$ cat config.mk
export PLATFORM = sky130hd
export DESIGN_NAME = mem_port_arbiter_flat
export DESIGN_NICKNAME = d
export VERILOG_FILES = /design/src/rtl/mem_port_arbiter_pkg.sv /design/src/rtl/mem_port_arbiter_if.sv /design/src/rtl/mem_port_arbiter_arb_prio_burst.sv /design/src/rtl/mem_port_arbiter.sv /design/src/flat_wrapper.sv
export SDC_FILE = /design/constraint.sdc
export NUM_CORES = 1
export LEC_CHECK = 0
export ABC_AREA = 1
export ABC_CLOCK_PERIOD_IN_PS = 9500
export CORE_ASPECT_RATIO = 2
export CORE_MARGIN = 1.5
export CORE_UTILIZATION = 45
export CTS_CLUSTER_DIAMETER = 80
export CTS_CLUSTER_SIZE = 16
export DETAILED_ROUTE_END_ITERATION = 10
export PLACE_DENSITY = 0.9
export RECOVER_POWER = 25
export SLEW_MARGIN = 10
export SYNTH_ARGS = -nofsm -noshare
export SYNTH_HDL_FRONTEND = slang
export SYNTH_SLANG_ARGS = --single-unit
$ cat constraint.sdc
create_clock -name clock -period 9.5 [get_ports clock]
set_clock_uncertainty 0.2 [all_clocks]
set_input_delay 2.375 -clock clock [delete_from_list [all_inputs] [get_ports clock]]
set_output_delay 2.375 -clock clock [all_outputs]
set_load 0.005 [all_outputs]
$ cat src/rtl/mem_port_arbiter_pkg.sv
// Common definitions shared by the memory port arbiter, its interface and its sub-blocks.
// Holds the FSM state type, access encodings and a saturating-increment helper.
package mem_port_arbiter_pkg;

  typedef enum logic [1:0] {
    IDLE   = 2'd0,
    BUSY_I = 2'd1,
    BUSY_D = 2'd2
  } arb_state_t;

  localparam logic [1:0] SIZE_B = 2'b00;
  localparam logic [1:0] SIZE_H = 2'b01;
  localparam logic [1:0] SIZE_W = 2'b10;

  localparam logic RW_LOAD  = 1'b0;
  localparam logic RW_STORE = 1'b1;

  function automatic logic [3:0] sat_inc(input logic [3:0] value, input logic [3:0] limit);
    return (value >= limit) ? limit : value + 4'd1;
  endfunction

endpackage

$ cat src/rtl/mem_port_arbiter_if.sv
// Requester and memory-side signals of the unified memory port.
// The master modport is the arbiter's view; slave is the view of the core and memory around it.
interface mem_port_arbiter_if #(
  parameter int ADDR_W = 32,
  parameter int DATA_W = 32
);
  import mem_port_arbiter_pkg::*;

  logic              if_req;
  logic [ADDR_W-1:0] if_addr;
  logic              if_done;
  logic [DATA_W-1:0] if_rdata;

  logic              d_req;
  logic [ADDR_W-1:0] d_addr;
  logic [DATA_W-1:0] d_wdata;
  logic              d_rw;
  logic [1:0]        d_size;
  logic              d_done;
  logic [DATA_W-1:0] d_rdata;

  logic              mem_req;
  logic [ADDR_W-1:0] mem_addr;
  logic [DATA_W-1:0] mem_wdata;
  logic              mem_rw;
  logic [1:0]        mem_size;
  logic              mem_ack;
  logic [DATA_W-1:0] mem_rdata;

  modport master (
    input  if_req, if_addr,
    output if_done, if_rdata,
    input  d_req, d_addr, d_wdata, d_rw, d_size,
    output d_done, d_rdata,
    output mem_req, mem_addr, mem_wdata, mem_rw, mem_size,
    input  mem_ack, mem_rdata
  );

  modport slave (
    output if_req, if_addr,
    input  if_done, if_rdata,
    output d_req, d_addr, d_wdata, d_rw, d_size,
    input  d_done, d_rdata,
    input  mem_req, mem_addr, mem_wdata, mem_rw, mem_size,
    output mem_ack, mem_rdata
  );

endinterface

$ cat src/rtl/mem_port_arbiter_arb_prio_burst.sv
// Winner select for the memory port: data first, except when fetch has waited out a full data burst.
// Also keeps the count of consecutive data grants made while fetch was waiting.
module arb_prio_burst
  import mem_port_arbiter_pkg::*;
#(
  parameter int MAX_D_BURST = 4
) (
  input  logic       clock,
  input  logic       reset,
  input  logic       arb_en,
  input  logic       if_req,
  input  logic       d_req,
  output logic       grant_i,
  output logic       grant_d,
  output logic [3:0] burst_cnt
);

  localparam logic [3:0] BURST_LIM = 4'(MAX_D_BURST);

  logic fetch_starved;

  assign fetch_starved = if_req && (burst_cnt == BURST_LIM);

  always_comb begin
    grant_i = 1'b0;
    grant_d = 1'b0;
    if (arb_en) begin
      if (d_req && !fetch_starved) begin
        grant_d = 1'b1;
      end else if (if_req) begin
        grant_i = 1'b1;
      end
    end
  end

  // Only arbitration cycles move the counter; the busy phase leaves it alone.
  always_ff @(posedge clock or posedge reset) begin
    if (reset) begin
      burst_cnt <= 4'd0;
    end else if (arb_en) begin
      if (grant_i || !if_req) begin
        burst_cnt <= 4'd0;
      end else if (grant_d) begin
        burst_cnt <= sat_inc(burst_cnt, BURST_LIM);
      end
    end
  end

endmodule

$ cat src/rtl/mem_port_arbiter.sv
// Shares the single-ported unified memory between instruction fetch and the MEM stage.
// One transaction at a time; the winner's fields are latched onto the memory bus until mem_ack.
module mem_port_arbiter
  import mem_port_arbiter_pkg::*;
#(
  parameter int ADDR_W      = 32,
  parameter int DATA_W      = 32,
  parameter int MAX_D_BURST = 4
) (
  input  logic                 clock,
  input  logic                 reset,
  mem_port_arbiter_if.master   bus
);

  arb_state_t state;
  logic       arb_en;
  logic       grant_i;
  logic       grant_d;
  logic [3:0] burst_cnt;

  // The IDLE cycle carrying a done pulse is the mandatory gap: the finishing requester still has req high.
  assign arb_en = (state == IDLE) && !bus.if_done && !bus.d_done;

  arb_prio_burst #(
    .MAX_D_BURST (MAX_D_BURST)
  ) u_arb (
    .clock     (clock),
    .reset     (reset),
    .arb_en    (arb_en),
    .if_req    (bus.if_req),
    .d_req     (bus.d_req),
    .grant_i   (grant_i),
    .grant_d   (grant_d),
    .burst_cnt (burst_cnt)
  );

  always_ff @(posedge clock or posedge reset) begin
    if (reset) begin
      state         <= IDLE;
      bus.mem_req   <= 1'b0;
      bus.mem_addr  <= {ADDR_W{1'b0}};
      bus.mem_wdata <= {DATA_W{1'b0}};
      bus.mem_rw    <= RW_LOAD;
      bus.mem_size  <= SIZE_B;
      bus.if_done   <= 1'b0;
      bus.d_done    <= 1'b0;
      bus.if_rdata  <= {DATA_W{1'b0}};
      bus.d_rdata   <= {DATA_W{1'b0}};
    end else begin
      bus.if_done <= 1'b0;
      bus.d_done  <= 1'b0;
      unique case (state)
        IDLE: begin
          if (grant_d) begin
            state         <= BUSY_D;
            bus.mem_req   <= 1'b1;
            bus.mem_addr  <= bus.d_addr;
            bus.mem_wdata <= bus.d_wdata;
            bus.mem_rw    <= bus.d_rw;
            bus.mem_size  <= bus.d_size;
          end else if (grant_i) begin
            state         <= BUSY_I;
            bus.mem_req   <= 1'b1;
            bus.mem_addr  <= bus.if_addr;
            bus.mem_wdata <= {DATA_W{1'b0}};
            bus.mem_rw    <= RW_LOAD;
            bus.mem_size  <= SIZE_W;
          end
        end
        BUSY_I: begin
          if (bus.mem_ack) begin
            state        <= IDLE;
            bus.mem_req  <= 1'b0;
            bus.if_done  <= 1'b1;
            bus.if_rdata <= bus.mem_rdata;
          end
        end
        BUSY_D: begin
          if (bus.mem_ack) begin
            state       <= IDLE;
            bus.mem_req <= 1'b0;
            bus.d_done  <= 1'b1;
            bus.d_rdata <= bus.mem_rdata;
          end
        end
        default: begin
          state       <= IDLE;
          bus.mem_req <= 1'b0;
        end
      endcase
    end
  end

endmodule

$ cat src/flat_wrapper.sv
// flat-port wrapper written by rule: the top's interface ports become plain ports
module mem_port_arbiter_flat import mem_port_arbiter_pkg::*;
#(
  parameter int ADDR_W      = 32,
  parameter int DATA_W      = 32,
  parameter int MAX_D_BURST = 4
)
  (clock, reset, bus_if_req, bus_if_addr, bus_if_done, bus_if_rdata, bus_d_req, bus_d_addr, bus_d_wdata, bus_d_rw, bus_d_size, bus_d_done, bus_d_rdata, bus_mem_req, bus_mem_addr, bus_mem_wdata, bus_mem_rw, bus_mem_size, bus_mem_ack, bus_mem_rdata);
  mem_port_arbiter_if #(.ADDR_W(ADDR_W), .DATA_W(DATA_W)) bus_i ();
  input  logic clock;
  input  logic reset;
  input wire logic [$bits(bus_i.if_req)-1:0] bus_if_req;
  input wire logic [$bits(bus_i.if_addr)-1:0] bus_if_addr;
  output wire logic [$bits(bus_i.if_done)-1:0] bus_if_done;
  output wire logic [$bits(bus_i.if_rdata)-1:0] bus_if_rdata;
  input wire logic [$bits(bus_i.d_req)-1:0] bus_d_req;
  input wire logic [$bits(bus_i.d_addr)-1:0] bus_d_addr;
  input wire logic [$bits(bus_i.d_wdata)-1:0] bus_d_wdata;
  input wire logic [$bits(bus_i.d_rw)-1:0] bus_d_rw;
  input wire logic [$bits(bus_i.d_size)-1:0] bus_d_size;
  output wire logic [$bits(bus_i.d_done)-1:0] bus_d_done;
  output wire logic [$bits(bus_i.d_rdata)-1:0] bus_d_rdata;
  output wire logic [$bits(bus_i.mem_req)-1:0] bus_mem_req;
  output wire logic [$bits(bus_i.mem_addr)-1:0] bus_mem_addr;
  output wire logic [$bits(bus_i.mem_wdata)-1:0] bus_mem_wdata;
  output wire logic [$bits(bus_i.mem_rw)-1:0] bus_mem_rw;
  output wire logic [$bits(bus_i.mem_size)-1:0] bus_mem_size;
  input wire logic [$bits(bus_i.mem_ack)-1:0] bus_mem_ack;
  input wire logic [$bits(bus_i.mem_rdata)-1:0] bus_mem_rdata;
  assign bus_i.if_req = bus_if_req;
  assign bus_i.if_addr = bus_if_addr;
  assign bus_if_done = bus_i.if_done;
  assign bus_if_rdata = bus_i.if_rdata;
  assign bus_i.d_req = bus_d_req;
  assign bus_i.d_addr = bus_d_addr;
  assign bus_i.d_wdata = bus_d_wdata;
  assign bus_i.d_rw = bus_d_rw;
  assign bus_i.d_size = bus_d_size;
  assign bus_d_done = bus_i.d_done;
  assign bus_d_rdata = bus_i.d_rdata;
  assign bus_mem_req = bus_i.mem_req;
  assign bus_mem_addr = bus_i.mem_addr;
  assign bus_mem_wdata = bus_i.mem_wdata;
  assign bus_mem_rw = bus_i.mem_rw;
  assign bus_mem_size = bus_i.mem_size;
  assign bus_i.mem_ack = bus_mem_ack;
  assign bus_i.mem_rdata = bus_mem_rdata;
  mem_port_arbiter #(.ADDR_W(ADDR_W), .DATA_W(DATA_W), .MAX_D_BURST(MAX_D_BURST)) u_core (.clock(clock), .reset(reset), .bus(bus_i));
endmodule
==> flow_summary.json <==
{
  "run_status": "complete, but fails checks",
  "violations": "capacitance limit, slew limit",
  "cts_setup_buffers": 0,
  "finalPower_mw": 3.04,
  "clk_pin_slew_worst_paths_ps": 60,
  "peakVddDrop_uv": 235,
  "cts-root-buf": "clkbuf_16",
  "synth_top_family_by_area": "simple AND/OR/NAND/NOR gates",
  "powerDensity_nw_per_um2": 333,
  "grt_pass1_wl_um": 26100,
  "grt_overflow_total": 0,
  "fin_tns_setup_ps": 0,
  "drtIter0Drc": 239,
  "synth_top_area_share_pct": 60.3,
  "worstSetupPathType": "primary input to asynchronous set/reset pin",
  "finalCritPeriodShare_pct": 54.9,
  "crit_chain": "dlygate4sd3_1, clkinvlp_2, buf_4",
  "synth_most_common_cell": "nand2_1",
  "slowest_delay_ps": 1420,
  "cts_tree": "done",
  "drt-total-wl_um": 16400,
  "via_per_inst": 4.86,
  "rsz0062_at_grt": "false",
  "nNetsFinal": 1050,
  "start_util_pct": 46.2,
  "cts_resized": 0,
  "reg2reg_slack_ps": 6130,
  "drive_gt1_share_pct": 4.01,
  "muxShareOfSynthArea_pct": 0,
  "drc": 0,
  "synthArstFlopShare_pct": 100,
  "clockBufferDepth": 2,
  "drt-pass1-iter-count": 5,
  "slew_viol_final": 192,
  "wl_per_cell_um": 15.3,
  "hold_violations": 0,
  "cts_buffers": 17,
  "gp_congestion": 0.843,
  "timing.rr.start": "u_core.state[1]",
  "antenna_found_initial": 0,
  "postCtsHoldBufs": 0,
  "core.rowCount": 58,
  "dp.cells": 1040,
  "io_pins": 270,
  "min_path_type": "flip-flop to flip-flop",
  "grt_max_degree": 83,
  "synth_common_cells": "nand2_1, dfrtp_1, inv_1, o21ai_0, o211ai_1",
  "grt_usage_pct": 24.3,
  "syn_area_um2": 5810,
  "hp-start": "u_core.bus.mem_wdata[26]",
  "die_height_um": 164,
  "grt_pass1_vias": 5336,
  "yosysWarnings": 0,
  "regArea_um2": 3500,
  "ys_ff_latch": 140,
  "cap_violations": 3,
  "area.growth.synth_to_final_pct": 57.2,
  "synthTopCellsByArea": "dfrtp_1, nand2_1, o21ai_0",
  "endpoint_kind": "asynchronous set/reset pin",
  "diodes": 0,
  "insertion_delay_ps": 410,
  "num_vias": 5206,
  "r2r_cells": 9,
  "syn_inst": 654,
  "yosys.area_share.simple_pct": 19.7,
  "dpl.hpwl_um": 11600,
  "period_needed_ps": 5220,
  "setup_viol": 0,
  "htreeDepth": 4,
  "fmax_mhz": 192,
  "numClockSinks": 140,
  "synth-edff-count": 0,
  "die_w_um": 83.3,
  "io_buffers": 269,
  "yosysUniqueCellTypes": 19,
  "tightest_slew_ps": 2480,
  "finalNonFillerCells": 1072,
  "multiInputGateArea_um2": 1800,
  "coreArea_um2": 12600,
  "synth_xor_area_share_pct": 0,
  "crit_required_ps": 9670,
  "seq_area_frac_synth_pct": 60.3,
  "synth-compound-area-share_pct": 10.2,
  "syn_avg_cell_area_um2": 8.88,
  "crit_slowest_cell": "clkinvlp_2",
  "ys.flop_type": "dfrtp_1",
  "yosys.area.top_type": "dfrtp_1",
  "fillCellCount": 895,
  "p_leak_nw": 4.58,
  "relSlewSlack_pct": -66.4,
  "ant_nets": 0,
  "holdPathStages": 2,
  "holdPathEnd": "u_core.bus.mem_wdata[26]",
  "reg2reg_to": "u_core.bus.mem_addr[30]",
  "crit_arrival_ps": 5390,
  "dieArea_um2": 13600,
  "yosys.area_share.adder_pct": 1.08,
  "cp_max_fo": 82,
  "synth_nets": 795,
  "setup.worst_path.start_class": "primary input"
}
critical path, delay by kind of cell:
family / cells / cell delay (ps)
buffers and inverters: 3 / 2970
area by class of cell:
type                            instances  share of cell area, %
Sequential cell                       140                   38.4
Timing Repair Buffer                  270                   29.6
Multi-Input combinational cell        399                   19.7
Clock buffer                           20                   4.90
Inverter                               81                   3.35
Tap cell                              150                   2.06
Clock inverter                         12                   2.03
where the power goes:
part | switching [mW] | internal [mW]
combinational | 0.597 | 0.676
clock | 0.262 | 0.450
sequential | 0.159 | 0.895
total | 1.02 | 2.02
metrics by stage:
| step | setup slack, ps | cell area (um^2) | hold slack, ps | utilization [%] |
|---|---|---|---|---|
| global placement | 4020 | 8500 | 252 | 67.7 |
| detailed placement | 3980 | 8500 | 257 | 67.7 |
| global route | 3690 | 9120 | 285 | 72.7 |
| finish | 4280 | 9120 | 267 | 72.7 |
| floorplan | 3170 | 5810 | 250 | - |
| CTS | 4360 | 9130 | 272 | 72.7 |
worst max path at each step:
stage | cells after the start | start | slack, ps | endpoint
2_1_floorplan | 1 | reset | 3170 | u_core.bus.d_done
3_5_place_dp | 9 | bus_if_req | 3980 | u_core.bus.mem_addr[30]
3_3_place_gp | 8 | bus_if_req | 4020 | u_core.u_arb.burst_cnt[2]
6_report | 3 | reset | 4280 | u_core.bus.mem_addr[3]
4_1_cts | 8 | bus_if_req | 4360 | u_core.u_arb.burst_cnt[2]
5_1_grt | 3 | reset | 3690 | u_core.bus.mem_addr[28]
registers in the layout, indices dropped and copies added (netlist names):
signal and flops:
u_core.bus.mem_rw 1, u_core.bus.d_done 1, u_core.bus.if_rdata 32, u_core.bus.mem_wdata 32, u_core.bus.mem_size 2, u_core.state 2, u_core.u_arb.burst_cnt 4, u_core.bus.mem_req 1
u_core.bus.mem_addr 32, u_core.bus.d_rdata 32, u_core.bus.if_done 1
layout by cell type, fill, tap and decap left out:
master and count:
nand4_1 3, clkbuf_16 17, nand3_1 2, nand3_4 1, clkinvlp_4 1, o211ai_1 33
nor2_1 3, clkinv_1 1, nor2_4 1, inv_6 3, or2_2 1, buf_4 1
clkbuf_1 2, clkdlybuf4s50_1 227, dfrtp_1 140, clkinv_2 1, clkinv_4 3, dlygate4sd3_1 42
nand2_4 1, clkinvlp_2 1, bufinv_16 4, o22a_1 1, clkbuf_8 1, ha_1 5
nand2_1 281, inv_2 1, o21ai_0 67, inv_1 78
logic make-up after synthesis:
group,count (synthesis)
buf+inv,115
fa+ha+maj,5
simple gates,293
compound gates,101
flops,140
metal layers:
layer / share of wire [%] / vias to the layer above / track usage, %
met1: 37 / 2402 / 26.2
met2: 52 / 211 / 42.8
met4: 4.8 / 0 / 14.6
met3: 6.1 / 55 / 5.91
met5: 0 / - / 0
li1: - / 2538 / -
Note: power is estimated with default switching activity, not from simulation.
